### src/rtl/led_pattern_gen.sv
//------------------------------------------------------------------------------
// led_pattern_gen
//    Multi-channel LED pattern generator driven by one shared frame timer.
//    A frame is NSLOTS slots of slot_len_q cycles. Each channel selects off,
//    on, heartbeat (pulses in slots 1..npulse_q) or activity (trigger-stretched
//    flash). Timing inputs are shadowed and only load at the frame end.
//
// Ports:
//    clk          system clock
//    rst_n        asynchronous active-low reset
//    mode_i       2 bits per channel: 00 off, 01 on, 10 heartbeat, 11 activity
//    trig_i       per-channel activity strobe
//    slot_len_i   requested slot length (values < 2 are ignored)
//    pulse_len_i  requested pulse / stretch length
//    npulse_i     requested heartbeat pulses per frame
//    led_o        registered LED drive (inverted when ACTIVE_LOW != 0)
//    frame_tick_o one-cycle pulse on the cycle after each frame end
//------------------------------------------------------------------------------
module led_pattern_gen #(
   parameter int unsigned N_LEDS     = 8,
   parameter int unsigned CNT_W      = 29,
   parameter int unsigned NSLOTS     = 4,
   parameter int unsigned SLOT_LEN   = 31250000,
   parameter int unsigned PULSE_LEN  = 3125000,
   parameter int unsigned NPULSE     = 3,
   parameter int unsigned ACTIVE_LOW = 0,
   localparam int unsigned IDX_W     = $clog2(NSLOTS)
) (
   input  logic                  clk,
   input  logic                  rst_n,
   input  logic [2*N_LEDS-1:0]   mode_i,
   input  logic [N_LEDS-1:0]     trig_i,
   input  logic [CNT_W-1:0]      slot_len_i,
   input  logic [CNT_W-1:0]      pulse_len_i,
   input  logic [IDX_W-1:0]      npulse_i,
   output logic [N_LEDS-1:0]     led_o,
   output logic                  frame_tick_o
);

   localparam logic             INV      = (ACTIVE_LOW != 0);
   localparam logic [IDX_W-1:0] LAST_IDX = IDX_W'(NSLOTS - 1);

   logic [CNT_W-1:0]  slot_cnt_q,  slot_cnt_d;
   logic [IDX_W-1:0]  slot_idx_q,  slot_idx_d;
   logic [CNT_W-1:0]  slot_len_q,  slot_len_d;
   logic [CNT_W-1:0]  pulse_len_q, pulse_len_d;
   logic [IDX_W-1:0]  npulse_q,    npulse_d;
   logic [CNT_W-1:0]  stretch_q [N_LEDS];
   logic [CNT_W-1:0]  stretch_d [N_LEDS];
   logic [N_LEDS-1:0] led_q,       led_d;
   logic              tick_q,      tick_d;

   logic              slot_end;
   logic              frame_end;
   logic              hb;
   logic [N_LEDS-1:0] act;

   // Frame timer and shadow registers
   always_comb begin
      slot_end    = (slot_cnt_q == slot_len_q - 1'b1);
      frame_end   = slot_end && (slot_idx_q == LAST_IDX);
      slot_cnt_d  = slot_end ? '0 : slot_cnt_q + 1'b1;
      // NSLOTS is a power of two, so the index wraps naturally
      slot_idx_d  = slot_end ? slot_idx_q + 1'b1 : slot_idx_q;
      slot_len_d  = slot_len_q;
      pulse_len_d = pulse_len_q;
      npulse_d    = npulse_q;
      if (frame_end) begin
         // A slot shorter than 2 cycles would make slot_len_q-1 degenerate
         if (slot_len_i >= CNT_W'(2)) begin
            slot_len_d = slot_len_i;
         end
         pulse_len_d = pulse_len_i;
         npulse_d    = npulse_i;
      end
      tick_d = frame_end;
   end

   // Heartbeat condition, shared by all channels so they stay phase-aligned
   always_comb begin
      hb = (slot_idx_q != '0) && (slot_idx_q <= npulse_q) &&
           (slot_cnt_q < pulse_len_q);
   end

   // Per-channel stretch counters and output select
   always_comb begin
      act   = '0;
      led_d = '0;
      for (int unsigned i = 0; i < N_LEDS; i++) begin
         act[i] = (stretch_q[i] != '0) || trig_i[i];
         if (trig_i[i]) begin
            stretch_d[i] = pulse_len_q;
         end else if (stretch_q[i] != '0) begin
            stretch_d[i] = stretch_q[i] - 1'b1;
         end else begin
            stretch_d[i] = stretch_q[i];
         end
         case (mode_i[2*i +: 2])
            2'b00:   led_d[i] = 1'b0 ^ INV;
            2'b01:   led_d[i] = 1'b1 ^ INV;
            2'b10:   led_d[i] = hb ^ INV;
            default: led_d[i] = act[i] ^ INV;
         endcase
      end
   end

   always_ff @(posedge clk or negedge rst_n) begin
      if (!rst_n) begin
         slot_cnt_q  <= '0;
         slot_idx_q  <= '0;
         slot_len_q  <= CNT_W'(SLOT_LEN);
         pulse_len_q <= CNT_W'(PULSE_LEN);
         npulse_q    <= IDX_W'(NPULSE);
         for (int unsigned i = 0; i < N_LEDS; i++) begin
            stretch_q[i] <= '0;
         end
         led_q       <= {N_LEDS{INV}};
         tick_q      <= 1'b0;
      end else begin
         slot_cnt_q  <= slot_cnt_d;
         slot_idx_q  <= slot_idx_d;
         slot_len_q  <= slot_len_d;
         pulse_len_q <= pulse_len_d;
         npulse_q    <= npulse_d;
         for (int unsigned i = 0; i < N_LEDS; i++) begin
            stretch_q[i] <= stretch_d[i];
         end
         led_q       <= led_d;
         tick_q      <= tick_d;
      end
   end

   assign led_o        = led_q;
   assign frame_tick_o = tick_q;

endmodule

### config.mk
export PLATFORM = sky130hd
export DESIGN_NAME = led_pattern_gen
export DESIGN_NICKNAME = d
export VERILOG_FILES = /design/src/rtl/led_pattern_gen.sv
export SDC_FILE = /design/constraint.sdc
export NUM_CORES = 1
export LEC_CHECK = 0
export ABC_AREA = 1
export ABC_CLOCK_PERIOD_IN_PS = 5830
export BUFFER_PORTS_ARGS = -buffer_cell sky130_fd_sc_hd__buf_2
export CAP_MARGIN = 20
export CORE_MARGIN = 4
export CORE_UTILIZATION = 55
export CTS_CLUSTER_SIZE = 8
export DETAILED_ROUTE_END_ITERATION = 10
export PLACE_DENSITY = 0.73
export SLEW_MARGIN = 20
export SYNTH_ARGS = -nofsm -noshare
export SYNTH_HDL_FRONTEND = slang
export SYNTH_SLANG_ARGS = --single-unit
### constraint.sdc
create_clock -name clk -period 5.83 [get_ports clk]
set_clock_uncertainty 0.15 [all_clocks]
set_input_delay 0.2915 -clock clk [delete_from_list [all_inputs] [get_ports clk]]
set_output_delay 0.2915 -clock clk [all_outputs]
set_load 0.02 [all_outputs]
==> results.json <==
{
  "status": "finished, final reports clean",
  "finalHoldViolations": 0,
  "syn_nets": 2909,
  "synth_xor_area_frac": 0.0860,
  "endpoint_kind": "flop",
  "io_buffers": 94,
  "ys_seq_area_frac": 0.404,
  "synthMuxAreaShare": 0,
  "critPathLaunchType": "flop",
  "cts_buffer_depth": 3,
  "synth-simple-area-share": 0.269,
  "first_pass_iters": 5,
  "area_growth_pct": 14.8,
  "synth_area_per_cell_sq_um": 7.43,
  "overflow": 0,
  "crit_end": "led_o[3]",
  "fin_crit_sh": 0.700,
  "fmax_ghz": 0.245,
  "ir_drop_uv": 206,
  "fill_cells": 3228,
  "synth_seq_cells": 332,
  "htreeDepth": 2,
  "p_comb_frac": 0.052,
  "wire_per_inst_um": 17.6,
  "syn_area_sq_mm": 0.0207,
  "total_power_w": 0.00517,
  "vias_per_cell": 5.59,
  "io_pins": 95,
  "whs_path_depth": 3,
  "drc": 0,
  "grt_max_degree": 151,
  "cts_buffers": 47,
  "synth_top_family_by_area": "simple AND/OR/NAND/NOR gates",
  "seqPwrFrac": 0.456,
  "routed_wl_um": 60500,
  "initial_core_util": 0.562,
  "hpwl_um": 41100,
  "die_h_um": 202,
  "synth_adder_area_share": 0.0254,
  "cts_tree": "yes",
  "r2r_cells": 13,
  "gp_congestion": 0.934,
  "die_area_sq_mm": 0.0407,
  "syn_inst": 2781,
  "drv_slew": 0,
  "ys_warn_count": 0,
  "fp-row-count": 70,
  "r2r_end": "led_o[3]",
  "final_nets": 3073,
  "drt_iter0_markers": 1488,
  "clockRootBuffer": "clkbuf_16",
  "p_leak_nw": 10.2,
  "worst-r2r-setup-slack_ns": 1.75,
  "switchingPower_w": 0.00122,
  "finalSetupTns_ns": 0,
  "antenna_found_initial": 1,
  "grt_pass1_wl_um": 97700,
  "slew_headroom": 0.331,
  "p_per_area_mw_per_mm2": 218,
  "crit_path_start": "stretch_q[116]",
  "ant_nets": 0,
  "p_clk_frac": 0.492,
  "r2r_start": "stretch_q[116]",
  "insertion_delay_ns": 0.58,
  "rsz0062_at_grt": "false",
  "drive_above_1_share": 0.0871,
  "internal_power_w": 0.00395,
  "track_usage": 0.295,
  "maxCapViolCount": 0,
  "diodes": 0,
  "synth_cell_type_count": 56,
  "period_minus_slack_ns": 4.08,
  "worstMarginPinSlew_ns": 1.00,
  "setup_viol": 0,
  "vias": 19300,
  "grt_pass1_vias": 18800,
  "synthArstFlopShare": 1.00,
  "coreArea_sq_mm": 0.0368,
  "synth_compound_area_frac": 0.133,
  "final_cell_area_sq_mm": 0.0237,
  "place_area_sq_mm": 0.0215,
  "hp-class": "input port to flop",
  "synthFlopType": "dfrtp_1",
  "cts.clk_slew.worst_paths_ns": 0.05,
  "crit_fanout": 14,
  "criticalPathCategory": "flop to flop",
  "crit_arrival_ns": 4.39,
  "die_w_um": 202,
  "synth_edf_count": 0,
  "crit_required_ns": 6.14,
  "swShare": 0.236,
  "clock-sinks": 332
}
-- power groups by stage --
stage	registers [W]	logic (W)	clock network, W
floorplan	0.00239	0.000109	0
global placement	0.00239	0.000216	0
detailed placement	0.00239	0.000221	0
CTS	0.00235	0.000266	0.00259
global route	0.00236	0.000301	0.00269
finish	0.00236	0.000267	0.00254
-- flip-flops by register name, summed over array words and instances, names as in the netlist --
| signal | flops |
|---|---|
| led_o | 8 |
| pulse_len_q | 29 |
| slot_cnt_q | 29 |
| frame_tick_o | 1 |
| stretch_q | 232 |
| slot_idx_q | 2 |
| npulse_q | 2 |
| slot_len_q | 29 |
-- cell type report --
class / instances / area (sq um) / share of cell area
timing repair buffer: 199 / 1510 / 0.0638
clock buffer: 75 / 1300 / 0.0549
clock inverter: 3 / 30.0 / 0.00127
tap: 468 / 586 / 0.0247
inverter: 360 / 1350 / 0.0570
multi-input combinational: 2005 / 10600 / 0.447
sequential: 332 / 8340 / 0.352
-- cell usage after synthesis, types with 16 or more instances --
cell,n,share of area
nand4_1,55,0.017
dfstp_2,27,0.034
dfrtp_1,305,0.37
clkbuf_1,62,0.011
nor2_1,389,0.071
or2_2,21,0.0064
ha_1,42,0.025
nand3_1,134,0.032
inv_1,347,0.063
xor2_1,125,0.053
nor4_1,28,0.0085
a21oi_1,185,0.045
buf_2,16,0.0039
a211oi_1,28,0.010
o21ai_0,234,0.057
nand2_1,519,0.094
nor3_1,50,0.012
xnor2_1,76,0.032
o211ai_1,16,0.0058
-- metal layers --
| layer | global-route usage | part of all wire | up-vias |
|---|---|---|---|
| met2 | 0.489 | 0.47 | 623 |
| met3 | 0.0515 | 0.069 | 118 |
| li1 | - | - | 9390 |
| met1 | 0.392 | 0.43 | 9121 |
| met4 | 0.103 | 0.034 | 0 |
| met5 | 0 | 0 | - |
-- layout by cell type, fill, tap and decap left out, types with 17 or more instances in the layout --
master	count
xor2_1	125
dfstp_2	27
nand4_1	55
o21ai_0	234
dlygate4sd3_1	85
inv_1	346
ha_1	42
dfrtp_1	305
a21oi_1	185
xnor2_1	76
clkbuf_1	27
nor2_1	389
buf_4	17
nor3_1	50
nand3_1	134
clkbuf_16	48
or2_2	21
buf_2	93
a211oi_1	28
nand2_1	519
nor4_1	28
-- kinds of logic after synthesis --
kind of cell | count (synthesis)
XOR/XNOR | 202
flip-flops | 332
AO/OA/AOI/OAI | 505
adder cells (fa/ha/maj) | 42
buffers and inverters | 444
AND/OR/NAND/NOR | 1256
-- how the worst min path moves through the flow --
stage | start | end | slack (ns)
detailed placement | rst_n | stretch_q[161] | 0.29
global route | trig_i[3] | stretch_q[118] | 0.09
finish | trig_i[3] | stretch_q[119] | 0.07
global placement | rst_n | stretch_q[145] | 0.30
floorplan | rst_n | frame_tick_o | -0.15
CTS | trig_i[3] | stretch_q[119] | 0.04
-- worst max-delay path, cell delays in order (launching register included) --
cell	delay, ns
dfrtp_1	0.38
inv_1	0.11
ha_1	0.25
nand2_1	0.11
nor2_2	0.24
nand3_1	0.16
nor2_1	0.26
inv_1	0.12
nor4_4	0.41
inv_1	0.35
o21ai_0	0.25
dlygate4sd3_1	0.58
nand2_1	0.05
dlygate4sd3_1	0.54
-- per-stage QoR --
step | util | instances | setup WS [ns] | hold slack (ns)
after floorplan | - | 2781 | 3.44 | -0.154
after global placement | 0.584 | 3277 | 2.24 | 0.300
after detailed placement | 0.584 | 3277 | 2.10 | 0.286
after CTS | 0.644 | 3440 | 1.83 | 0.0373
after global routing | 0.645 | 3442 | 1.47 | 0.0855
final | 0.645 | 3442 | 1.75 | 0.0686
-- timing repair --
item                                   4_1_cts  5_1_grt
endpoints found under the hold margin      169        0
setup buffers                                0        0
resized for setup                            0        0
hold buffers                                85        0
Power figures use the tool's default switching activity.
